===== config.mk =====
export PLATFORM = sky130hd
export DESIGN_NAME = voice_mode_ctrl
export DESIGN_NICKNAME = d
export VERILOG_FILES = /design/src/rtl/voice_mode_ctrl.sv
export SDC_FILE = /design/constraint.sdc
export NUM_CORES = 1
export LEC_CHECK = 0
export BUFFER_PORTS_ARGS = -buffer_cell sky130_fd_sc_hd__buf_2
export CAP_MARGIN = 20
export CORE_MARGIN = 2
export CORE_UTILIZATION = 50
export CTS_CLUSTER_DIAMETER = 30
export DETAILED_ROUTE_END_ITERATION = 8
export HOLD_SLACK_MARGIN = 0.02
export PLACE_DENSITY = 0.68
export REMOVE_ABC_BUFFERS = 1
export SLEW_MARGIN = 15
export SYNTH_ARGS = -nofsm -noshare
export SYNTH_HDL_FRONTEND = slang
export SYNTH_SLANG_ARGS = --single-unit

===== constraint.sdc =====
create_clock -name clk -period 9 [get_ports clk]
set_clock_uncertainty 0.1 [all_clocks]
set_input_delay 0 -clock clk [delete_from_list [all_inputs] [get_ports clk]]
set_output_delay 0 -clock clk [all_outputs]
set_load 0.01 [all_outputs]

===== src/rtl/voice_mode_ctrl.sv =====
`timescale 1ns/1ps
`default_nettype none
// ============================================================================
// Module   : voice_mode_ctrl
// Purpose  : Debounced switch conditioning, click-free mode switching with a
//            fade-out / switch / flush / fade-in sequence, and play-path gain.
// Revision : 1.0 - initial release
// ============================================================================
module voice_mode_ctrl #(
  parameter int DEB_CYCLES   = 100000,
  parameter int GAIN_W       = 8,
  parameter int FADE_STEP    = 8,
  parameter int FLUSH_FRAMES = 4
) (
  input  logic        clk,
  input  logic        reset,
  input  logic        sw_change,
  input  logic        sw_rise,
  input  logic        frame_ready,
  input  logic [15:0] dry_sample,
  input  logic [15:0] wet_sample,
  output logic        change_en,
  output logic        rising_tone,
  output logic        proc_reset,
  output logic [15:0] out_sample,
  output logic        out_valid,
  output logic        busy
);

  localparam int                  c_CNT_W      = $clog2(DEB_CYCLES + 1);
  localparam logic [c_CNT_W-1:0]  c_DEB_LAST   = c_CNT_W'(DEB_CYCLES - 1);
  localparam logic [c_CNT_W-1:0]  c_CNT_ONE    = c_CNT_W'(1);
  localparam int                  c_FL_W       = $clog2(FLUSH_FRAMES + 1);
  localparam logic [c_FL_W-1:0]   c_FLUSH_LAST = c_FL_W'(FLUSH_FRAMES - 1);
  localparam logic [c_FL_W-1:0]   c_FL_ONE     = c_FL_W'(1);
  localparam logic [GAIN_W:0]     c_FULL       = {1'b1, {GAIN_W{1'b0}}};
  localparam logic [GAIN_W:0]     c_STEP       = (GAIN_W + 1)'(FADE_STEP);
  localparam int                  c_PROD_W     = 16 + GAIN_W + 2;

  typedef enum logic [2:0] {
    S_IDLE     = 3'd0,
    S_FADE_OUT = 3'd1,
    S_SWITCH   = 3'd2,
    S_FLUSH    = 3'd3,
    S_FADE_IN  = 3'd4
  } state_t;

  logic [1:0] w_raw;
  logic [1:0] w_req;
  logic [1:0] w_applied;

  assign w_raw     = {sw_change, sw_rise};
  assign w_applied = {change_en, rising_tone};

  // Bit 1 conditions the effect-enable switch, bit 0 the rising-tone switch.
  generate
    for (genvar gi = 0; gi < 2; gi++) begin : g_deb
      logic               r_s1;
      logic               r_s2;
      logic               r_s2_d;
      logic               r_deb;
      logic [c_CNT_W-1:0] r_cnt;

      always_ff @(posedge clk or posedge reset) begin
        if (reset) begin
          r_s1   <= 1'b0;
          r_s2   <= 1'b0;
          r_s2_d <= 1'b0;
          r_deb  <= 1'b0;
          r_cnt  <= '0;
        end else begin
          r_s1   <= w_raw[gi];
          r_s2   <= r_s1;
          r_s2_d <= r_s2;
          if (r_s2 != r_s2_d)
            r_cnt <= '0;
          else if (r_cnt != c_DEB_LAST)
            r_cnt <= r_cnt + c_CNT_ONE;
          else
            r_deb <= r_s2;
        end
      end

      assign w_req[gi] = r_deb;
    end
  endgenerate

  state_t             r_state;
  logic [GAIN_W:0]    r_gain;
  logic [c_FL_W-1:0]  r_flush_cnt;
  logic [15:0]        w_sel;
  logic [GAIN_W:0]    w_gain_dn;
  logic [GAIN_W:0]    w_gain_up;
  logic signed [c_PROD_W-1:0] w_sel_ext;
  logic signed [c_PROD_W-1:0] w_gain_ext;
  logic signed [c_PROD_W-1:0] w_prod;
  logic                       w_unused_prod;

  assign w_sel      = change_en ? wet_sample : dry_sample;
  assign w_gain_dn  = (r_gain > c_STEP) ? (r_gain - c_STEP) : '0;
  assign w_gain_up  = (r_gain >= (c_FULL - c_STEP)) ? c_FULL : (r_gain + c_STEP);
  assign w_sel_ext  = {{(GAIN_W + 2){w_sel[15]}}, w_sel};
  assign w_gain_ext = {{(c_PROD_W - GAIN_W - 1){1'b0}}, r_gain};
  assign w_prod     = w_sel_ext * w_gain_ext;
  // Taking bits [GAIN_W +: 16] is the arithmetic shift; gain <= full scale keeps it in range.
  assign w_unused_prod = ^{w_prod[c_PROD_W-1:GAIN_W+16], w_prod[GAIN_W-1:0]};

  always_ff @(posedge clk or posedge reset) begin
    if (reset) begin
      r_state     <= S_IDLE;
      r_gain      <= c_FULL;
      r_flush_cnt <= '0;
      change_en   <= 1'b0;
      rising_tone <= 1'b0;
      proc_reset  <= 1'b0;
      out_sample  <= '0;
      out_valid   <= 1'b0;
      busy        <= 1'b0;
    end else begin
      proc_reset <= 1'b0;
      out_valid  <= frame_ready;
      if (frame_ready)
        out_sample <= w_prod[GAIN_W +: 16];

      case (r_state)
        S_IDLE: begin
          if (w_req != w_applied) begin
            r_state <= S_FADE_OUT;
            busy    <= 1'b1;
          end
        end
        S_FADE_OUT: begin
          if (frame_ready)
            r_gain <= w_gain_dn;
          if (r_gain == '0)
            r_state <= S_SWITCH;
          else if (w_req == w_applied)
            r_state <= S_FADE_IN;
        end
        S_SWITCH: begin
          // Mode and datapath clear land together on the first flush cycle.
          change_en   <= w_req[1];
          rising_tone <= w_req[0];
          proc_reset  <= 1'b1;
          r_flush_cnt <= '0;
          r_state     <= S_FLUSH;
        end
        S_FLUSH: begin
          if (frame_ready) begin
            if (r_flush_cnt == c_FLUSH_LAST)
              r_state <= S_FADE_IN;
            else
              r_flush_cnt <= r_flush_cnt + c_FL_ONE;
          end
        end
        S_FADE_IN: begin
          if (frame_ready)
            r_gain <= w_gain_up;
          if (r_gain == c_FULL) begin
            r_state <= S_IDLE;
            busy    <= 1'b0;
          end else if (w_req != w_applied) begin
            r_state <= S_FADE_OUT;
          end
        end
        default: begin
          r_state <= S_IDLE;
          busy    <= 1'b0;
        end
      endcase
    end
  end

endmodule
`default_nettype wire


==> run_summary.xml, run 1 <==
<?xml version="1.0" encoding="UTF-8"?>
<metrics>
  <group name="status">
    <metric name="outcome" unit="">completed</metric>
  </group>
  <group name="synthesis">
    <metric name="seq_area_frac_synth" unit="">0.229</metric>
    <metric name="synth-seq-cells" unit="">75</metric>
    <metric name="ys_async_sr_fraction" unit="">1.00</metric>
    <metric name="syn-mean-instance-area" unit="µm²">9.53</metric>
    <metric name="post_synth_xor_area_fraction" unit="">0.0480</metric>
    <metric name="synth-edff-count" unit="">0</metric>
    <metric name="synth_area" unit="µm²">8220</metric>
    <metric name="yosysUniqueCellTypes" unit="">63</metric>
    <metric name="yosysWarningCount" unit="">0</metric>
    <metric name="synthSimpleGateAreaFrac" unit="">0.175</metric>
    <metric name="compound_gate_portion_of_the_synthesized_area" unit="">0.0693</metric>
    <metric name="share_of_cell_area_taken_by_muxes_after_synthesis" unit="">0.0423</metric>
    <metric name="dominant_cell_type_by_area_after_synthesis" unit="">sky130_fd_sc_hd__fa_1</metric>
    <metric name="yosysMostFrequentCell" unit="">sky130_fd_sc_hd__inv_1</metric>
    <metric name="synth_top_area_share" unit="">0.270</metric>
    <metric name="synthTopCellsByCount" unit="">143 x sky130_fd_sc_hd__inv_1, 111 x sky130_fd_sc_hd__fa_1, 74 x sky130_fd_sc_hd__dfrtp_1, 73 x sky130_fd_sc_hd__nand2_1, 60 x sky130_fd_sc_hd__nor2_1</metric>
    <metric name="ys.flop_type" unit="">sky130_fd_sc_hd__dfrtp_1</metric>
    <metric name="synth_area_leaders" unit="">sky130_fd_sc_hd__fa_1 27%, sky130_fd_sc_hd__dfrtp_1 23%, sky130_fd_sc_hd__ha_1 8.7%, sky130_fd_sc_hd__inv_1 6.5%, sky130_fd_sc_hd__nand2_1 3.3%</metric>
    <metric name="synth_top_family_by_area" unit="">adder cells</metric>
    <metric name="synth-adder-area-share" unit="">0.357</metric>
    <metric name="cells_after_synth" unit="">862</metric>
  </group>
  <group name="global_route">
    <metric name="initial_antenna_violation_count" unit="">0</metric>
    <metric name="first_global_vias" unit="">6218</metric>
    <metric name="grt_start_max_net_pins" unit="">76</metric>
    <metric name="grt_usage" unit="">0.200</metric>
    <metric name="global_route.overflow_total" unit="">0</metric>
    <metric name="grt_first_pass_wirelength" unit="µm">28900</metric>
  </group>
  <group name="route">
    <metric name="met2_wirelength" unit="µm">7660</metric>
    <metric name="num_vias" unit="">5957</metric>
    <metric name="route.antenna.remaining_nets" unit="">0</metric>
    <metric name="number_of_drc_violations_after_detailed_routing_iteration_0" unit="">186</metric>
    <metric name="postRouteWirelength" unit="µm">15600</metric>
    <metric name="drc_errors" unit="">0</metric>
    <metric name="routed_via_density" unit="">5.02</metric>
    <metric name="met1Wirelength" unit="µm">7170</metric>
    <metric name="firstDrtPassIters" unit="">4</metric>
    <metric name="met3_wirelength" unit="µm">615</metric>
    <metric name="top_layer" unit="">met4</metric>
    <metric name="routedWlPerCell" unit="µm">13.2</metric>
  </group>
  <group name="layout">
    <metric name="antenna-diode-count" unit="">0</metric>
    <metric name="num-nets-final" unit="">1170</metric>
    <metric name="final_layout_size_suffix_gt1_frac" unit="">0.118</metric>
    <metric name="area_growth_syn_to_layout" unit="%">13.1</metric>
    <metric name="layout.cell_area.non_filler" unit="µm²">9300</metric>
  </group>
  <group name="floorplanning">
    <metric name="die-width" unit="µm">132</metric>
    <metric name="core_area" unit="µm²">16000</metric>
    <metric name="die_height" unit="µm">132</metric>
    <metric name="die_area" unit="µm²">17500</metric>
    <metric name="floorplan.io_pins" unit="">58</metric>
    <metric name="core.rowCount" unit="">46</metric>
    <metric name="initial_core_utilization" unit="">0.513</metric>
  </group>
  <group name="critical_path">
    <metric name="timing.critical_path.to_type" unit="">flop</metric>
    <metric name="r2r.worst_path.cells" unit="">18</metric>
    <metric name="timing.rr.end" unit="">out_sample[14]</metric>
    <metric name="crit_arrival" unit="ns">6.68</metric>
    <metric name="ff2ff_setup_slack" unit="ns">2.48</metric>
    <metric name="crit_fanout" unit="">20</metric>
    <metric name="crit_path_start_kind" unit="">flop</metric>
    <metric name="critical_path_required" unit="ns">9.16</metric>
    <metric name="critPathKind" unit="">flop to flop</metric>
    <metric name="reg2reg_from" unit="">change_en</metric>
  </group>
  <group name="clock_tree">
    <metric name="clock_tree.root_cell" unit="">sky130_fd_sc_hd__clkbuf_16</metric>
    <metric name="cts_post_setup_buffers_inserted" unit="">0</metric>
    <metric name="clock_tree.htree_level_count" unit="">3</metric>
    <metric name="clk_path_buf_depth" unit="">2</metric>
    <metric name="post_cts_resized" unit="">0</metric>
    <metric name="cts.sink_count" unit="">75</metric>
    <metric name="numCtsBuffers" unit="">9</metric>
    <metric name="clk_transition_reported_paths" unit="ns">0.06</metric>
    <metric name="worstSkewPairLatency" unit="ns">0.32</metric>
    <metric name="tritoncts" unit="">built</metric>
    <metric name="hold_buffers" unit="">3</metric>
  </group>
  <group name="sta">
    <metric name="worst_pin_slew" unit="ns">1.08</metric>
    <metric name="timing_limited_maximum_frequency" unit="GHz">0.153</metric>
    <metric name="aggregate_negative_setup_slack" unit="ns">0</metric>
    <metric name="finalSetupViolations" unit="">0</metric>
    <metric name="rel_slew_slack" unit="">0.279</metric>
    <metric name="timing.final.crit_period" unit="ns">6.52</metric>
    <metric name="rsz0062_at_grt" unit="">false</metric>
    <metric name="layout_worst_path_cycle_share" unit="">0.724</metric>
    <metric name="report.final.slew_viol_count" unit="">0</metric>
    <metric name="timing_hold_violations_final" unit="">0</metric>
  </group>
  <group name="place">
    <metric name="postPlaceCellArea" unit="µm²">8900</metric>
    <metric name="dp_hpwl" unit="µm">12200</metric>
    <metric name="place.gp.congestion" unit="">0.835</metric>
    <metric name="port-buffer-count" unit="">57</metric>
  </group>
  <group name="hold_path">
    <metric name="hold_path_end" unit="">out_valid</metric>
    <metric name="whs_path_depth" unit="">1</metric>
    <metric name="timing.hold.worst.class" unit="">primary input to flop</metric>
    <metric name="min_from" unit="">frame_ready</metric>
  </group>
  <group name="flow_run">
    <metric name="cap_violations" unit="">0</metric>
  </group>
</metrics>
-- cells in the final DEF, fill, tap and decap left out, drive strengths merged, types with 3 or more instances in the layout --
| cell type | n |
|---|---|
| fa | 111 |
| inv | 142 |
| dlygate4sd3 | 3 |
| and2 | 27 |
| nand3 | 17 |
| nor2 | 60 |
| conb | 55 |
| nor3 | 12 |
| mux2i | 10 |
| xnor2 | 20 |
| xor2 | 25 |
| ha | 57 |
| dfrtp | 74 |
| buf | 62 |
| a221oi | 3 |
| and3 | 4 |
| nand2b | 14 |
| or3 | 15 |
| nand2 | 74 |
| o21ai | 25 |
| nand4 | 12 |
| nor4 | 3 |
| mux2 | 22 |
| clkbuf | 12 |
| nor2b | 29 |
| a31oi | 8 |
| a21oi | 36 |
| bufinv | 3 |
| or4b | 3 |
-- routing by layer --
layer | vias up | track usage
met5 | - | 0
met4 | 0 | 0.0430
met3 | 16 | 0.0238
met2 | 103 | 0.339
met1 | 2932 | 0.279
li1 | 2906 | -
-- sequential cells by signal, indices dropped and copies added (netlist names) --
register      flops
g_deb.r_s2        2
g_deb.r_deb       2
out_sample       16
proc_reset        1
g_deb.r_s2_d      2
g_deb.r_s1        2
change_en         1
r_flush_cnt       3
g_deb.r_cnt      34
r_state           3
busy              1
r_gain            6
rising_tone       1
out_valid         1
-- critical path, cell delays in order (launching register included) --
cell	delay [ns]
sky130_fd_sc_hd__dfrtp_1	1.06
sky130_fd_sc_hd__mux2i_1	0.56
sky130_fd_sc_hd__nand2b_1	0.19
sky130_fd_sc_hd__fa_1	0.43
sky130_fd_sc_hd__inv_1	0.08
sky130_fd_sc_hd__fa_1	0.43
sky130_fd_sc_hd__fa_1	0.51
sky130_fd_sc_hd__fa_1	0.55
sky130_fd_sc_hd__inv_1	0.05
sky130_fd_sc_hd__fa_1	0.50
sky130_fd_sc_hd__inv_1	0.04
sky130_fd_sc_hd__ha_1	0.32
sky130_fd_sc_hd__nand3_2	0.12
sky130_fd_sc_hd__o31ai_2	0.31
sky130_fd_sc_hd__nor3_1	0.11
sky130_fd_sc_hd__a211oi_2	0.34
sky130_fd_sc_hd__nor3_1	0.15
sky130_fd_sc_hd__or4b_1	0.48
sky130_fd_sc_hd__nand3_1	0.10
-- stage by stage --
stage / utilization / worst slack [ns] / instances / hold slack [ns]
5_1_grt: 0.581 / 2.06 / 1186 / 0.122
6_report: 0.581 / 2.48 / 1186 / 0.103
3_5_place_dp: 0.556 / 2.47 / 1167 / 0.00932
2_1_floorplan: - / 3.20 / 889 / -0.0686
3_3_place_gp: 0.556 / 2.58 / 1167 / 0.00948
4_1_cts: 0.581 / 2.44 / 1186 / 0.0907
-- cell type report --
type	instances	area, µm²
sequential	75	1880
fill	1473	6710
inverter	143	538
multi-input combinational	671	5890
clock inverter	4	95.1
tap	216	270
clock buffer	12	267
timing repair buffer	65	353
-- logic make-up after synthesis --
logic type,after synthesis
AND/OR/NAND/NOR,278
adder cells (fa/ha/maj),168
flip-flops,75
multiplexers,32
buffers and inverters,169
XOR/XNOR,45
AO/OA/AOI/OAI,93
other,2
-- worst max-delay path by stage --
stage | to | startpoint | cells past startpoint
2_1_floorplan | out_sample[14] | change_en | 18
3_3_place_gp | out_sample[14] | change_en | 18
3_5_place_dp | out_sample[14] | change_en | 18
4_1_cts | out_sample[14] | change_en | 18
5_1_grt | out_sample[14] | change_en | 18
6_report | out_sample[14] | change_en | 18
Power of run 1 is not shown: default switching activity piles up to over one toggle a cycle in this logic, so the estimate is an artifact.
==> run 2, diff against run 1 <==
PLACE_DENSITY = 0.71   (was 0.68)
clock period = 5.3 ns   (was 9 ns; I/O delays follow)
==> run_summary.xml, run 2 (synthesis gave the netlist of run 1 again) <==
<?xml version="1.0" encoding="UTF-8"?>
<metrics>
  <group name="global_route">
    <metric name="first_global_vias" unit="">6607</metric>
    <metric name="globalRoute.busiestLayer" unit="">met2</metric>
    <metric name="grtUsageMet3" unit="">0.0408</metric>
    <metric name="grt_start_max_net_pins" unit="">76</metric>
    <metric name="gr-usage-met1" unit="">0.294</metric>
    <metric name="grt_first_pass_wirelength" unit="µm">31300</metric>
    <metric name="grt_usage" unit="">0.222</metric>
    <metric name="initial_antenna_violation_count" unit="">0</metric>
    <metric name="global_route.overflow_total" unit="">0</metric>
    <metric name="grt.met2_usage" unit="">0.378</metric>
  </group>
  <group name="sta">
    <metric name="finalSetupViolations" unit="">12</metric>
    <metric name="layout_worst_path_cycle_share" unit="">1.06</metric>
    <metric name="report.final.slew_viol_count" unit="">0</metric>
    <metric name="rsz0062_at_grt" unit="">true</metric>
    <metric name="worst_pin_slew" unit="ns">0.962</metric>
    <metric name="timing_hold_violations_final" unit="">0</metric>
    <metric name="timing.hold.ws" unit="ns">0.118</metric>
    <metric name="rel_slew_slack" unit="">0.359</metric>
    <metric name="final_critical_path_setup_slack" unit="ns">-0.292</metric>
    <metric name="timing.final.crit_period" unit="ns">5.59</metric>
    <metric name="timing_limited_maximum_frequency" unit="GHz">0.179</metric>
  </group>
  <group name="place">
    <metric name="numPlacedInstances" unit="">1224</metric>
    <metric name="place.gp.congestion" unit="">0.902</metric>
    <metric name="port-buffer-count" unit="">57</metric>
    <metric name="postPlaceCellArea" unit="µm²">9340</metric>
    <metric name="dp_hpwl" unit="µm">13700</metric>
  </group>
  <group name="hold_path">
    <metric name="timing.hold.worst.class" unit="">primary input to flop</metric>
    <metric name="min_from" unit="">frame_ready</metric>
  </group>
  <group name="layout">
    <metric name="num-fill-cells" unit="">1293</metric>
    <metric name="final-instance-count-excl-fill" unit="">1254</metric>
    <metric name="final_common_cell" unit="">sky130_fd_sc_hd__inv_1</metric>
    <metric name="area_growth_syn_to_layout" unit="%">23.5</metric>
    <metric name="layout.cell_area.non_filler" unit="µm²">10100</metric>
    <metric name="antenna-diode-count" unit="">0</metric>
    <metric name="multi_input_area" unit="µm²">6250</metric>
    <metric name="largestRegisters" unit="">g_deb.r_cnt (34), out_sample (16), r_gain (6)</metric>
    <metric name="final-seq-area" unit="µm²">1880</metric>
    <metric name="largest_reg_flops" unit="">34</metric>
    <metric name="commonest_cells_after_routing_fill_and_taps_aside" unit="">131 x sky130_fd_sc_hd__inv_1, 105 x sky130_fd_sc_hd__fa_1, 74 x sky130_fd_sc_hd__dfrtp_1</metric>
    <metric name="final_layout_size_suffix_gt1_frac" unit="">0.226</metric>
    <metric name="num-nets-final" unit="">1238</metric>
    <metric name="registers.top_by_ff_count" unit="">g_deb.r_cnt</metric>
  </group>
  <group name="route">
    <metric name="number_of_drc_violations_after_detailed_routing_iteration_0" unit="">222</metric>
    <metric name="drc_errors" unit="">0</metric>
    <metric name="routedWlPerCell" unit="µm">14.3</metric>
    <metric name="route.antenna.remaining_nets" unit="">0</metric>
    <metric name="firstDrtPassIters" unit="">5</metric>
    <metric name="num_vias" unit="">6307</metric>
    <metric name="postRouteWirelength" unit="µm">17900</metric>
    <metric name="routed_via_density" unit="">5.03</metric>
  </group>
  <group name="status">
    <metric name="violations" unit="">negative setup slack</metric>
    <metric name="outcome" unit="">finished, violations left</metric>
  </group>
  <group name="clock_tree">
    <metric name="clock_tree.htree_level_count" unit="">3</metric>
    <metric name="clock_tree.root_cell" unit="">sky130_fd_sc_hd__clkbuf_16</metric>
    <metric name="clk_transition_reported_paths" unit="ns">0.07</metric>
    <metric name="numCtsBuffers" unit="">9</metric>
    <metric name="clk_path_buf_depth" unit="">2</metric>
    <metric name="cts.sink_count" unit="">75</metric>
    <metric name="worstSkewPairLatency" unit="ns">0.34</metric>
    <metric name="tritoncts" unit="">built</metric>
  </group>
  <group name="critical_path">
    <metric name="crit_path_start_kind" unit="">flop</metric>
    <metric name="timing.critical_path.to_type" unit="">flop</metric>
    <metric name="critPathKind" unit="">flop to flop</metric>
    <metric name="critical_path_required" unit="ns">5.47</metric>
    <metric name="reg2reg_from" unit="">change_en</metric>
    <metric name="crit_fanout" unit="">6</metric>
    <metric name="crit_arrival" unit="ns">5.76</metric>
    <metric name="worst_setup_startpoint" unit="">change_en</metric>
  </group>
  <group name="floorplanning">
    <metric name="die_height" unit="µm">132</metric>
    <metric name="core_area" unit="µm²">16000</metric>
    <metric name="core.rowCount" unit="">46</metric>
    <metric name="die_area" unit="µm²">17500</metric>
    <metric name="initial_core_utilization" unit="">0.513</metric>
    <metric name="die-width" unit="µm">132</metric>
    <metric name="floorplan.io_pins" unit="">58</metric>
  </group>
  <group name="flow_run">
    <metric name="cap_violations" unit="">0</metric>
  </group>
</metrics>
[run 2: changes by cell type in the layout (fill, tap and decap cells not counted), sizes merged]
cell,previous run,this run
buf,62,130
bufinv,3,0
clkbuf,12,11
clkinv,2,1
clkinvlp,0,2
inv,142,145
[run 2: worst paths after layout]
path,end,slack [ns],cells after the start
setup / recovery,out_sample[14],-0.29,19
hold / removal,out_valid,0.12,1
setup reg to reg,out_sample[14],-0.29,19
hold reg to reg,g_deb[0].r_s2,0.24,0
max in group asynchronous,out_sample[9],4.08,4
min in group asynchronous,rising_tone,0.41,4
[run 2: repair_timing]
action | in CTS | in global routing
hold buffers | 3 | 0
pin swaps | 55 | 17
endpoints found under the setup margin | 13 | 14
endpoints found under the hold margin | 76 | 0
setup buffers | 15 | 3
gates resized for setup | 70 | 26
[run 2: cell type report]
type / count / share of cell area
inverter: 143 / 0.0529
timing repair buffer: 133 / 0.0919
multi-input combinational: 671 / 0.617
sequential: 75 / 0.185
clock buffer: 11 / 0.0229
clock inverter: 5 / 0.00370
tap: 216 / 0.0266
[run 2: stage by stage]
step                      setup slack (ns)   util  TNS, ns
after floorplan                     -0.501      -    -3.00
after global placement              -0.403  0.584    -2.50
after detailed placement            -0.513  0.584    -3.52
after CTS                           -0.250  0.627    -1.83
after global routing                -0.507  0.634    -4.20
final                               -0.292  0.634    -1.69
[run 2: worst max-delay path: stages (launching register included)]
cell                       delay (ns)
sky130_fd_sc_hd__dfrtp_1         0.40
sky130_fd_sc_hd__buf_6           0.15
sky130_fd_sc_hd__mux2_4          0.24
sky130_fd_sc_hd__nand2_2         0.07
sky130_fd_sc_hd__fa_1            0.53
sky130_fd_sc_hd__inv_1           0.06
sky130_fd_sc_hd__fa_2            0.57
sky130_fd_sc_hd__fa_1            0.43
sky130_fd_sc_hd__fa_1            0.50
sky130_fd_sc_hd__inv_1           0.05
sky130_fd_sc_hd__fa_1            0.52
sky130_fd_sc_hd__inv_2           0.05
sky130_fd_sc_hd__ha_4            0.29
sky130_fd_sc_hd__nand3_4         0.12
sky130_fd_sc_hd__o31ai_4         0.35
sky130_fd_sc_hd__nor3_4          0.09
sky130_fd_sc_hd__a211oi_4        0.31
sky130_fd_sc_hd__nor3_2          0.10
sky130_fd_sc_hd__or4b_1          0.50
sky130_fd_sc_hd__nand3_1         0.09
[run 2: per-layer routing]
| layer | share of wire | routed length (µm) |
|---|---|---|
| met3 | 0.038 | 680 |
| met4 | 0.020 | 367 |
| met1 | 0.43 | 7750 |
| met5 | 0 | 0 |
| met2 | 0.51 | 9120 |
Power of run 2 is left out for the same reason.
==> run 3, diff against run 2 <==
SETUP_SLACK_MARGIN = 0.3   (was unset)
==> run_summary.xml, run 3 (synthesis gave the netlist of run 1 again) <==
<?xml version="1.0" encoding="UTF-8"?>
<metrics>
  <group name="clock_tree">
    <metric name="clock_tree.htree_level_count" unit="">3</metric>
    <metric name="tritoncts" unit="">built</metric>
    <metric name="clk_transition_reported_paths" unit="ns">0.07</metric>
    <metric name="numCtsBuffers" unit="">9</metric>
    <metric name="clk_path_buf_depth" unit="">2</metric>
    <metric name="clock_tree.root_cell" unit="">sky130_fd_sc_hd__clkbuf_16</metric>
    <metric name="worstSkewPairLatency" unit="ns">0.34</metric>
    <metric name="cts.sink_count" unit="">75</metric>
  </group>
  <group name="sta">
    <metric name="layout_worst_path_cycle_share" unit="">1.07</metric>
    <metric name="report.final.slew_viol_count" unit="">0</metric>
    <metric name="rel_slew_slack" unit="">0.359</metric>
    <metric name="timing_limited_maximum_frequency" unit="GHz">0.177</metric>
    <metric name="rsz0062_at_grt" unit="">true</metric>
    <metric name="timing.final.crit_period" unit="ns">5.65</metric>
    <metric name="finalSetupViolations" unit="">13</metric>
    <metric name="worst_pin_slew" unit="ns">0.962</metric>
    <metric name="timing_hold_violations_final" unit="">0</metric>
    <metric name="final_critical_path_setup_slack" unit="ns">-0.353</metric>
  </group>
  <group name="critical_path">
    <metric name="timing.critical_path.mode_cell" unit="">sky130_fd_sc_hd__fa_1</metric>
    <metric name="cp_slowest_cell" unit="">sky130_fd_sc_hd__fa_1</metric>
    <metric name="cp_slowest_stage_delay" unit="ns">0.55</metric>
    <metric name="crit_fanout" unit="">6</metric>
    <metric name="critical_path_required" unit="ns">5.47</metric>
    <metric name="cp_num_cells" unit="">20</metric>
    <metric name="timing.critical_path.to_type" unit="">flop</metric>
    <metric name="critical-path-top-delay-family" unit="">adder cells</metric>
    <metric name="cp.buffers_inverters" unit="">5</metric>
    <metric name="crit_path_end" unit="">out_sample[14]</metric>
    <metric name="path_cells" unit="">buf_6 &gt; mux2_4 &gt; nand2_2 &gt; fa_1 &gt; inv_2 &gt; fa_1 &gt; fa_1 &gt; fa_1 &gt; inv_2 &gt; fa_1 &gt; inv_2 &gt; ha_4 &gt; nand2_4 &gt; o31ai_4 &gt; nor3_2 &gt; buf_4 &gt; a211oi_4 &gt; nor3_2 &gt; or4b_1 &gt; nand3_1</metric>
    <metric name="worst_setup_startpoint" unit="">change_en</metric>
    <metric name="r2r.worst_path.cells" unit="">20</metric>
    <metric name="reg2reg_from" unit="">change_en</metric>
    <metric name="crit_path_start_kind" unit="">flop</metric>
    <metric name="critPathKind" unit="">flop to flop</metric>
    <metric name="timing.rr.end" unit="">out_sample[14]</metric>
    <metric name="ff2ff_setup_slack" unit="ns">-0.35</metric>
    <metric name="crit_arrival" unit="ns">5.82</metric>
  </group>
  <group name="hold_path">
    <metric name="timing.hold.worst.class" unit="">primary input to flop</metric>
  </group>
  <group name="layout">
    <metric name="largestRegisters" unit="">g_deb.r_cnt (34), out_sample (16), r_gain (6)</metric>
    <metric name="commonest_cells_after_routing_fill_and_taps_aside" unit="">127 x sky130_fd_sc_hd__inv_1, 106 x sky130_fd_sc_hd__fa_1, 74 x sky130_fd_sc_hd__dfrtp_1</metric>
    <metric name="num-fill-cells" unit="">1265</metric>
    <metric name="final-seq-area" unit="µm²">1880</metric>
    <metric name="area_growth_syn_to_layout" unit="%">25.0</metric>
    <metric name="registers.top_by_ff_count" unit="">g_deb.r_cnt</metric>
    <metric name="final_common_cell" unit="">sky130_fd_sc_hd__inv_1</metric>
    <metric name="final-instance-count-excl-fill" unit="">1264</metric>
    <metric name="antenna-diode-count" unit="">0</metric>
    <metric name="multi_input_area" unit="µm²">6300</metric>
    <metric name="largest_reg_flops" unit="">34</metric>
    <metric name="num-nets-final" unit="">1248</metric>
    <metric name="final_layout_size_suffix_gt1_frac" unit="">0.249</metric>
  </group>
  <group name="global_route">
    <metric name="grt_usage" unit="">0.224</metric>
    <metric name="first_global_vias" unit="">6636</metric>
    <metric name="initial_antenna_violation_count" unit="">0</metric>
    <metric name="grt_first_pass_wirelength" unit="µm">31700</metric>
    <metric name="grt_start_max_net_pins" unit="">76</metric>
    <metric name="global_route.overflow_total" unit="">0</metric>
  </group>
  <group name="floorplanning">
    <metric name="die_area" unit="µm²">17500</metric>
    <metric name="core_area" unit="µm²">16000</metric>
    <metric name="initial_core_utilization" unit="">0.513</metric>
    <metric name="core.rowCount" unit="">46</metric>
    <metric name="die-width" unit="µm">132</metric>
    <metric name="die_height" unit="µm">132</metric>
    <metric name="floorplan.io_pins" unit="">58</metric>
  </group>
  <group name="place">
    <metric name="port-buffer-count" unit="">57</metric>
    <metric name="numPlacedInstances" unit="">1224</metric>
    <metric name="place.gp.congestion" unit="">0.902</metric>
    <metric name="dp_hpwl" unit="µm">13700</metric>
  </group>
  <group name="route">
    <metric name="met1Wirelength" unit="µm">8010</metric>
    <metric name="number_of_drc_violations_after_detailed_routing_iteration_0" unit="">292</metric>
    <metric name="top_layer" unit="">met4</metric>
    <metric name="firstDrtPassIters" unit="">4</metric>
    <metric name="routedWlPerCell" unit="µm">14.6</metric>
    <metric name="route.antenna.remaining_nets" unit="">0</metric>
    <metric name="met2_wirelength" unit="µm">9530</metric>
    <metric name="drc_errors" unit="">0</metric>
    <metric name="postRouteWirelength" unit="µm">18400</metric>
    <metric name="met3_wirelength" unit="µm">624</metric>
    <metric name="routed_via_density" unit="">5.05</metric>
    <metric name="num_vias" unit="">6387</metric>
  </group>
  <group name="status">
    <metric name="violations" unit="">negative setup slack</metric>
    <metric name="outcome" unit="">finished, violations left</metric>
  </group>
  <group name="flow_run">
    <metric name="cap_violations" unit="">0</metric>
  </group>
</metrics>
## run 3: cell types whose count changed in the layout (fill, tap and decap cells not counted), sizes merged
cell | before | now
buf | 130 | 140
## run 3: through the flow
step	worst slack (ns)	cell area (µm²)	hold slack [ns]	TNS (ns)	util
after floorplan	-0.501	8310	-0.0686	-3.00	-
after global placement	-0.403	9340	0.00949	-2.50	0.584
after detailed placement	-0.513	9340	0.00979	-3.52	0.584
after CTS	-0.252	10000	0.0804	-1.30	0.628
after global routing	-0.545	10300	0.127	-4.57	0.642
final	-0.353	10300	0.124	-2.04	0.642
## run 3: routing by layer
| layer | vias to the layer above | GRT usage |
|---|---|---|
| met5 | - | 0 |
| met4 | 0 | 0.0466 |
| met3 | 25 | 0.0369 |
| met2 | 135 | 0.389 |
| met1 | 3161 | 0.298 |
| li1 | 3066 | - |
## run 3: layout make-up
class                   instances  share of cell area
multi-input cells             671               0.614
flip-flops and latches         75               0.183
repair buffers                143              0.0985
inverters                     143              0.0523
well taps                     216              0.0263
clock buffers                  11              0.0227
clock inverters                 5             0.00366
## run 3: how the worst min path moves through the flow
stage	from	end	slack, ns	cells past startpoint
after floorplan	sw_rise	g_deb[0].r_s1	-0.07	0
after global placement	sw_rise	g_deb[0].r_s1	0.009	1
after detailed placement	sw_rise	g_deb[0].r_s1	0.01	1
after CTS	frame_ready	out_valid	0.08	1
after global routing	frame_ready	out_valid	0.13	1
final	frame_ready	out_valid	0.12	1
## run 3: repair_timing
item,CTS,global route
pin swaps,48,25
hold endpoints to repair,76,0
setup buffers,8,13
endpoints found under the setup margin,15,15
resized for setup,75,37
hold buffers,3,0
gates cloned,0,0
Power of run 3 is left out for the same reason.
